**src/rtl/pwl_mix_pkg.sv**
```systemverilog
// Shared sizing, mixer FSM states and the saturating clamp used by the output mixer.
package pwl_mix_pkg;
  localparam int NUM_CH   = 4;
  localparam int SAMPLE_W = 10;
  localparam int ACC_W    = 12;
  localparam int OUT_W    = 8;
  localparam int CH_W     = $clog2(NUM_CH);
  localparam int GAIN_W   = ACC_W + 3;

  typedef enum logic {ACCUM = 1'b0, COMMIT = 1'b1} mix_state_t;

  typedef struct packed {
    logic             clipped;
    logic [ACC_W-1:0] val;
  } clip_t;

  // In range exactly when every bit above the ACC_W sign bit matches it.
  function automatic clip_t clamp(input logic signed [GAIN_W-1:0] g);
    clip_t r;
    r.clipped = (g[GAIN_W-1:ACC_W-1] != {(GAIN_W-ACC_W+1){g[GAIN_W-1]}});
    if (!r.clipped)
      r.val = g[ACC_W-1:0];
    else if (g[GAIN_W-1])
      r.val = {1'b1, {(ACC_W-1){1'b0}}};
    else
      r.val = {1'b0, {(ACC_W-1){1'b1}}};
    return r;
  endfunction
endpackage

```
**src/rtl/pwl_pwm_dac.sv**
```systemverilog
// 1-bit audio DAC: period-aligned PWM or first-order sigma-delta from an unsigned sample.
module pwl_pwm_dac
  import pwl_mix_pkg::*;
(
  input  logic             clk,
  input  logic             rst_n,
  input  logic             i_en,
  input  logic             i_mode,
  input  logic [OUT_W-1:0] i_sample,
  output logic             o_pwm_out
);
  logic [OUT_W-1:0] r_cnt;
  logic [OUT_W-1:0] r_duty;
  logic [OUT_W-1:0] r_err;
  logic             r_mode_q;
  logic             r_pwm;

  always_ff @(posedge clk or negedge rst_n) begin
    if (!rst_n) begin
      r_cnt    <= '0;
      r_duty   <= 8'h80;
      r_err    <= '0;
      r_mode_q <= 1'b0;
      r_pwm    <= 1'b0;
    end else begin
      r_mode_q <= i_mode;
      if (!i_en) begin
        r_cnt  <= '0;
        r_err  <= '0;
        r_duty <= i_sample;
        r_pwm  <= 1'b0;
      end else if (i_mode != r_mode_q) begin
        r_cnt <= '0;
        r_err <= '0;
        r_pwm <= 1'b0;
      end else if (!i_mode) begin
        r_cnt <= r_cnt + 1'b1;
        // Duty only reloads on the last count, so a period is never split.
        if (r_cnt == {OUT_W{1'b1}}) r_duty <= i_sample;
        r_pwm <= (r_cnt < r_duty);
      end else begin
        {r_pwm, r_err} <= {1'b0, r_err} + {1'b0, i_sample};
      end
    end
  end

  assign o_pwm_out = r_pwm;
endmodule

```
**src/rtl/pwl_output_mixer.sv**
```systemverilog
// Frame mixer: sums per-channel beats, applies master gain with clipping, feeds the 1-bit DAC.
module pwl_output_mixer
  import pwl_mix_pkg::*;
(
  input  logic                clk,
  input  logic                rst_n,
  input  logic                i_en,
  input  logic                i_in_valid,
  output logic                o_in_ready,
  input  logic [CH_W-1:0]     i_in_chan,
  input  logic [SAMPLE_W-1:0] i_in_sample,
  input  logic                i_in_last,
  input  logic [NUM_CH-1:0]   i_ch_mute,
  input  logic [1:0]          i_gain,
  input  logic                i_mode,
  input  logic                i_clr_overflow,
  output logic [OUT_W-1:0]    o_sample_out,
  output logic                o_frame_strobe,
  output logic                o_overflow,
  output logic                o_pwm_out
);
  mix_state_t              r_state, w_next;
  logic signed [ACC_W-1:0] r_acc;
  logic signed [ACC_W-1:0] w_add;
  logic signed [GAIN_W-1:0] w_gained;
  clip_t                   w_clip;
  logic                    w_fire;
  logic                    w_unused_lsb;
  logic [OUT_W-1:0]        r_sample_out;
  logic                    r_strobe;
  logic                    r_overflow;

  assign o_in_ready = (r_state == ACCUM);
  assign w_fire     = i_in_valid && o_in_ready;
  assign w_add      = i_ch_mute[i_in_chan] ? '0 :
                      {{(ACC_W-SAMPLE_W){i_in_sample[SAMPLE_W-1]}}, i_in_sample};
  assign w_gained   = {{(GAIN_W-ACC_W){r_acc[ACC_W-1]}}, r_acc} <<< i_gain;
  assign w_clip     = clamp(w_gained);
  assign w_unused_lsb = ^w_clip.val[ACC_W-OUT_W-1:0];

  always_comb begin
    w_next = r_state;
    case (r_state)
      ACCUM:   if (w_fire && i_in_last) w_next = COMMIT;
      COMMIT:  w_next = ACCUM;
      default: w_next = ACCUM;
    endcase
  end

  always_ff @(posedge clk or negedge rst_n) begin
    if (!rst_n) begin
      r_state      <= ACCUM;
      r_acc        <= '0;
      r_sample_out <= 8'h80;
      r_strobe     <= 1'b0;
      r_overflow   <= 1'b0;
    end else begin
      r_state  <= w_next;
      r_strobe <= (r_state == COMMIT);
      if (r_state == COMMIT) begin
        r_acc        <= '0;
        // Offset binary: flip the sign bit so silence sits at mid-scale.
        r_sample_out <= {~w_clip.val[ACC_W-1], w_clip.val[ACC_W-2 -: OUT_W-1]};
      end else if (w_fire) begin
        r_acc <= r_acc + w_add;
      end
      if ((r_state == COMMIT) && w_clip.clipped) r_overflow <= 1'b1;
      else if (i_clr_overflow)                   r_overflow <= 1'b0;
    end
  end

  assign o_sample_out   = r_sample_out;
  assign o_frame_strobe = r_strobe;
  assign o_overflow     = r_overflow;

  pwl_pwm_dac u_dac (
    .clk      (clk),
    .rst_n    (rst_n),
    .i_en     (i_en),
    .i_mode   (i_mode),
    .i_sample (r_sample_out),
    .o_pwm_out(o_pwm_out)
  );
endmodule
```
**config.mk**
```make
export PLATFORM = sky130hd
export DESIGN_NAME = pwl_output_mixer
export DESIGN_NICKNAME = d
export VERILOG_FILES = /design/src/rtl/pwl_mix_pkg.sv /design/src/rtl/pwl_pwm_dac.sv /design/src/rtl/pwl_output_mixer.sv
export SDC_FILE = /design/constraint.sdc
export NUM_CORES = 1
export LEC_CHECK = 0
export BUFFER_PORTS_ARGS = -buffer_cell sky130_fd_sc_hd__buf_2
export CELL_PAD_IN_SITES_DETAIL_PLACEMENT = 1
export CELL_PAD_IN_SITES_GLOBAL_PLACEMENT = 2
export CORE_AREA = 2 2 107 83
export CTS_BUF_LIST = sky130_fd_sc_hd__clkbuf_8 sky130_fd_sc_hd__clkbuf_16
export DETAILED_ROUTE_END_ITERATION = 6
export DIE_AREA = 0 0 109 85
export PLACE_DENSITY_LB_ADDON = 0.1
export SYNTH_ARGS = -nofsm -noshare
export SYNTH_HDL_FRONTEND = slang
export SYNTH_SLANG_ARGS = --single-unit
```
**constraint.sdc**
```tcl
create_clock -name clk -period 5.03 [get_ports clk]
set_clock_uncertainty 0.2 [all_clocks]
set_input_delay 1.006 -clock clk [delete_from_list [all_inputs] [get_ports clk]]
set_output_delay 1.006 -clock clk [all_outputs]
set_load 0.005 [all_outputs]
```
# After elaboration in Yosys (flattened, before gate mapping)
# Index checks and enable logic that the tools add are counted.
dict set report word_totals {
  regBits 49
  input_bits 25
  output_inout_bits 12
}
dict set report op_classes {
  addsub 3
  order_cmp 2
  n_eq_ne 8
  shifts 1
  n_mux 24
  bitwise 2
  reduce_logical 6
}
# operator count
set ops {}
lappend ops {{8-bit 2-to-1 mux} 10}
lappend ops {{12-bit 2-to-1 mux} 5}
lappend ops {{15-bit by 2-bit <<< shifter with 15-bit output} 1}
lappend ops {{12-bit adder} 1}
lappend ops {{8-bit by 8-bit adder with 9-bit output} 1}
lappend ops {{8-bit by 1-bit adder with 8-bit output (second input constant)} 1}
lappend ops {{8-bit equality test (second input constant)} 1}
lappend ops {{8-bit < comparator} 1}
lappend ops {{1-bit 2-to-1 mux} 7}
lappend ops {{2-bit != test (second input constant)} 2}
lappend ops {{2-bit nonzero test} 2}
lappend ops {{1-bit logical AND} 3}
lappend ops {{2-bit by 3-bit < comparator with 1-bit output (second input constant)} 1}
lappend ops {{3-bit by 1-bit != test with 1-bit output (second input constant)} 1}
lappend ops {{3-bit by 2-bit != test with 1-bit output (second input constant)} 1}
lappend ops {{3-bit != test} 1}
lappend ops {{3-bit AND reduction} 1}
lappend ops {{1-bit binary-select mux with 2-bit select} 1}
lappend ops {{2-bit by 1-bit != test with 1-bit output (second input constant)} 1}
lappend ops {{1-bit NOT} 2}
lappend ops {{1-bit one-hot mux with 2 select lines} 1}
lappend ops {{1-bit != test} 1}

# Logic depth before layout (Yosys ltp)
dict set report logic_depth {
  depth_word 6
  depth_mapped 10
  ltp_nobuf 10
}

# By module
# From an unflattened synthesis, not the netlist that was laid out.
dict set report hier_totals {
  hier_cells 335
  hier_area_um2 3339.5
}
# module instances cells_per_inst area_per_inst_um2
set modules_own_cells {}
lappend modules_own_cells {pwl_output_mixer 1 183 1739.2}
lappend modules_own_cells {pwl_pwm_dac 1 152 1600.3}

# Worst setup path after synthesis
# OpenSTA, ideal clock, no wires.
dict set report synth_timing {
  path_type {input port to flip-flop}
  startpoint {in i_in_chan[0]}
  endpoint {reg r_acc[11]}
  setup_time_ps 128
  arrival_time_ps 3599
  setup_slack_ps 1104
  cell_stages 9
  path_cell_list {mux4_2 > and2b_1 > ha_1 > a21oi_1 > o2111ai_1 > a311o_1 > a2111o_1 > o311ai_1 > mux2_1}
}
dict set report synth_via {
  elab_chain_len 6
}
# item line
set synth_rtl {}
lappend synth_rtl {{start, declared} pwl_output_mixer.sv:10} ;# input logic [CH_W-1:0] i_in_chan,
lappend synth_rtl {{1-bit binary-select mux with 2-bit select} pwl_output_mixer.sv:35} ;# assign w_add = i_ch_mute[i_in_chan] ? '0 :
lappend synth_rtl {{1-bit 2-to-1 mux (implied by the code)} pwl_output_mixer.sv:35}
lappend synth_rtl {{12-bit 2-to-1 mux} pwl_output_mixer.sv:35}
lappend synth_rtl {{12-bit adder} pwl_output_mixer.sv:65} ;# r_acc <= r_acc + w_add;
lappend synth_rtl {{12-bit 2-to-1 mux} pwl_output_mixer.sv:64} ;# end else if (w_fire) begin
lappend synth_rtl {{12-bit 2-to-1 mux} pwl_output_mixer.sv:60} ;# if (r_state == COMMIT) begin
lappend synth_rtl {{end signal, assigned} pwl_output_mixer.sv:65}
lappend synth_rtl {{end, declared} pwl_output_mixer.sv:23} ;# logic signed [ACC_W-1:0] r_acc;
# Every way passes these cells. The select of a mux whose other input is x is not followed.
# A chain may end at the register's enable or synchronous reset.

# Worst setup path in the final report
# Same ends and word-level chain as after synthesis.

==> results.toml <==
[status]
status = "complete, no violations"

[worst_setup_path]
end_kind = "flop"
required_ns = 5.02
critical_path.max_fanout = 10
startpoint = "i_in_chan[0]"
r2r-start = "r_acc[1]"
r2r_cells = 7
r2r_end = "r_acc[11]"
startpoint_type = "primary input"
critPathCapture = "r_acc[11]"
crit_type = "primary input to flop"
arrival_ns = 4.06
regToRegSetupSlack_ns = 2.16

[sta]
finalCriticalPeriod_ns = 4.07
relSlewSlack_pct = 33.4
maxSlewViolCount = 0
setup_viol = 0
setup_ws_ns = 0.962
clock.fmax_ghz = 0.246
fin_setup_tns_ns = 0
tightest_slew_ns = 0.991
rsz0062_at_grt = "no"
fin_crit_sh_pct = 80.9
final_hold_viol_count = 0

[final_layout]
multi_input_area_um2 = 1880
layout_common_cells = "dfrtp_1, buf_2, ha_1, o21ai_0"
antenna_cells = 0
drive_gt1_share_pct = 17.2
fin_util_pct = 43.6
fin_area_um2 = 3590
fill_cells = 952
final_common_cell = "dfrtp_1"
final_nets = 408
seqCellArea_um2 = 1230
area_growth_pct = 11.7

[cts]
htree_levels = 2
cts_resized = 0
numCtsBuffers = 5
post_cts_buffers = 0
clk_latency_ns = 0.31
clkSinkCount = 49
clkTransAtPathRegs_ns = 0.10
cts_hold_buffers = 0
cts_buffer_depth = 2
cts_tree = "done"
clock-root-buffer = "clkbuf_8"

[routing]
drc = 0
vias = 2564
drt_wl_total_um = 7850
viasPerCell = 5.54
drt_iter0_drc = 121
firstDrtPassIters = 4
routedWlPerCell_um = 16.9
drtAntennaViolNets = 0

[synthesis]
synthCells = 319
synthFlopType = "dfrtp_1"
ys_seq_area_share_pct = 38.2
synth_area_um2 = 3220
ys_ff_latch = 49
synth_warnings = 0
syn_area_per_cell_um2 = 10.1
postSynth.asyncResetShare_pct = 100
synth_edf_count = 0
syn_nets = 373
yosys.cell_types.count = 51

[grt]
grt-ovfl-total = 0
grt_usage_pct = 19.0
grt_max_degree = 50
grt_first_pass_wirelength_um = 13800
grt_pass1_vias = 2704
antenna_found_initial = 0

[power_and_ir_drop]
finalPower_w = 0.00162
powerDensity_nw_per_um2 = 451
ir_drop_uv = 176
p_leak_nw = 1.75

[floorplan]
dieHeight_um = 85
core_um2 = 8240
initial_utilization_pct = 39.1
die_width_um = 109
io_pins = 37
rows = 29
fp.dieArea_um2 = 9270

[run]
cap_violations = 0

[place]
finalWeightedCongestion = 0.767
port_buffers = 36
post_dp_cell_area_um2 = 3500
dp_hpwl_um = 5940
post-place-ws_ns = 0.691

[min_path]
min_path_type = "flop to flop"
## critical path: stages
cell	delay, ns
buf_2	0.09
mux4_2	0.62
and2b_1	0.29
ha_1	0.24
a21oi_1	0.23
o2111ai_1	0.27
a311o_1	0.44
a2111o_1	0.43
o311ai_1	0.09
mux2_1	0.36
## synthesized netlist by cell type (2+ instances only)
cell type / instances / area [µm²]
a21boi_0: 2 / 15.0
a311o_1: 4 / 40.0
nand2b_1: 2 / 12.5
clkbuf_1: 7 / 26.3
dfrtp_1: 47 / 1180
o22a_1: 6 / 52.6
o22ai_1: 3 / 18.8
mux4_2: 8 / 180
and3_1: 5 / 31.3
inv_1: 19 / 71.3
fa_1: 2 / 40.0
o21a_1: 4 / 30.0
a22o_1: 3 / 26.3
dfstp_2: 2 / 52.6
a211oi_1: 7 / 52.6
mux2_2: 6 / 67.6
nor2b_1: 10 / 62.6
nor4_1: 2 / 12.5
o31ai_1: 2 / 15.0
a2bb2oi_1: 2 / 17.5
a21o_1: 6 / 45.0
xnor2_1: 4 / 35.0
xor2_1: 5 / 43.8
nor3_1: 2 / 10.0
a21oi_1: 13 / 65.1
and4_1: 2 / 17.5
a31oi_1: 7 / 43.8
mux2i_1: 9 / 90.1
nand4_1: 3 / 18.8
ha_1: 27 / 338
nand3_1: 5 / 25.0
nor2_1: 21 / 78.8
o21ai_0: 26 / 130
and2b_1: 9 / 67.6
nand2_1: 21 / 78.8
## layout make-up
cell class                 count  area share (%)
inverter                      20            2.09
timing repair buffer          37            5.22
clock buffer                   6            2.30
tap                          108            3.76
sequential                    49            34.2
clock inverter                 2           0.209
multi-input combinational    241            52.2
## layer usage
layer | track usage [%] | vias up | part of all wire, % | wire (µm)
li1 | - | 1252 | - | -
met1 | 29.0 | 1269 | 55 | 4310
met3 | 3.30 | 8 | 2.8 | 223
met5 | 0 | - | 0 | 0
met4 | 3.50 | 0 | 0.87 | 68
met2 | 28.6 | 35 | 41 | 3250
## state kept, by name, summed over array words and instances (netlist names)
| register | count |
|---|---|
| r_state | 1 |
| o_overflow | 1 |
| r_acc | 12 |
| o_sample_out | 8 |
| u_dac.r_duty | 8 |
| u_dac.r_mode_q | 1 |
| o_frame_strobe | 1 |
| u_dac.r_err | 8 |
| u_dac.r_cnt | 8 |
| u_dac.o_pwm_out | 1 |
## worst min-delay path by stage
stage,startpoint,end,slack (ns),cells past startpoint
after floorplan,r_state,o_frame_strobe,0.20,0
after global placement,u_dac.r_err[4],u_dac.r_err[4],0.27,2
after detailed placement,u_dac.r_err[3],u_dac.r_err[3],0.28,2
after CTS,u_dac.r_duty[7],u_dac.r_duty[7],0.30,2
after global routing,u_dac.r_duty[7],u_dac.r_duty[7],0.32,2
final,u_dac.r_duty[7],u_dac.r_duty[7],0.29,2
## report_power, final
part / switching [W] / internal [W] / leakage, nW / total [W]
combinational: 0.000353 / 0.000358 / 1.08 / 0.000711
clock: 0.000136 / 0.000109 / 0.0538 / 0.000244
sequential: 0.000147 / 0.000518 / 0.614 / 0.000665
## cell families (layout without fill, tap and decap cells)
group | count (synthesis) | in the layout | synth area share, %
xor+xnor | 9 | 9 | 2.45
fa+ha+maj | 29 | 29 | 11.7
mux | 24 | 24 | 10.9
compound gates | 93 | 93 | 19.4
buf+inv | 29 | 65 | 3.42
simple gates | 86 | 86 | 14.0
flops | 49 | 49 | 38.2
## stage by stage
step | std cells | hold WS (ns)
6_report | 463 | 0.295
5_1_grt | 463 | 0.319
4_1_cts | 463 | 0.301
3_5_place_dp | 455 | 0.282
3_3_place_gp | 455 | 0.272
2_1_floorplan | 319 | 0.200
No activity file was read; power rests on OpenSTA's default activity.
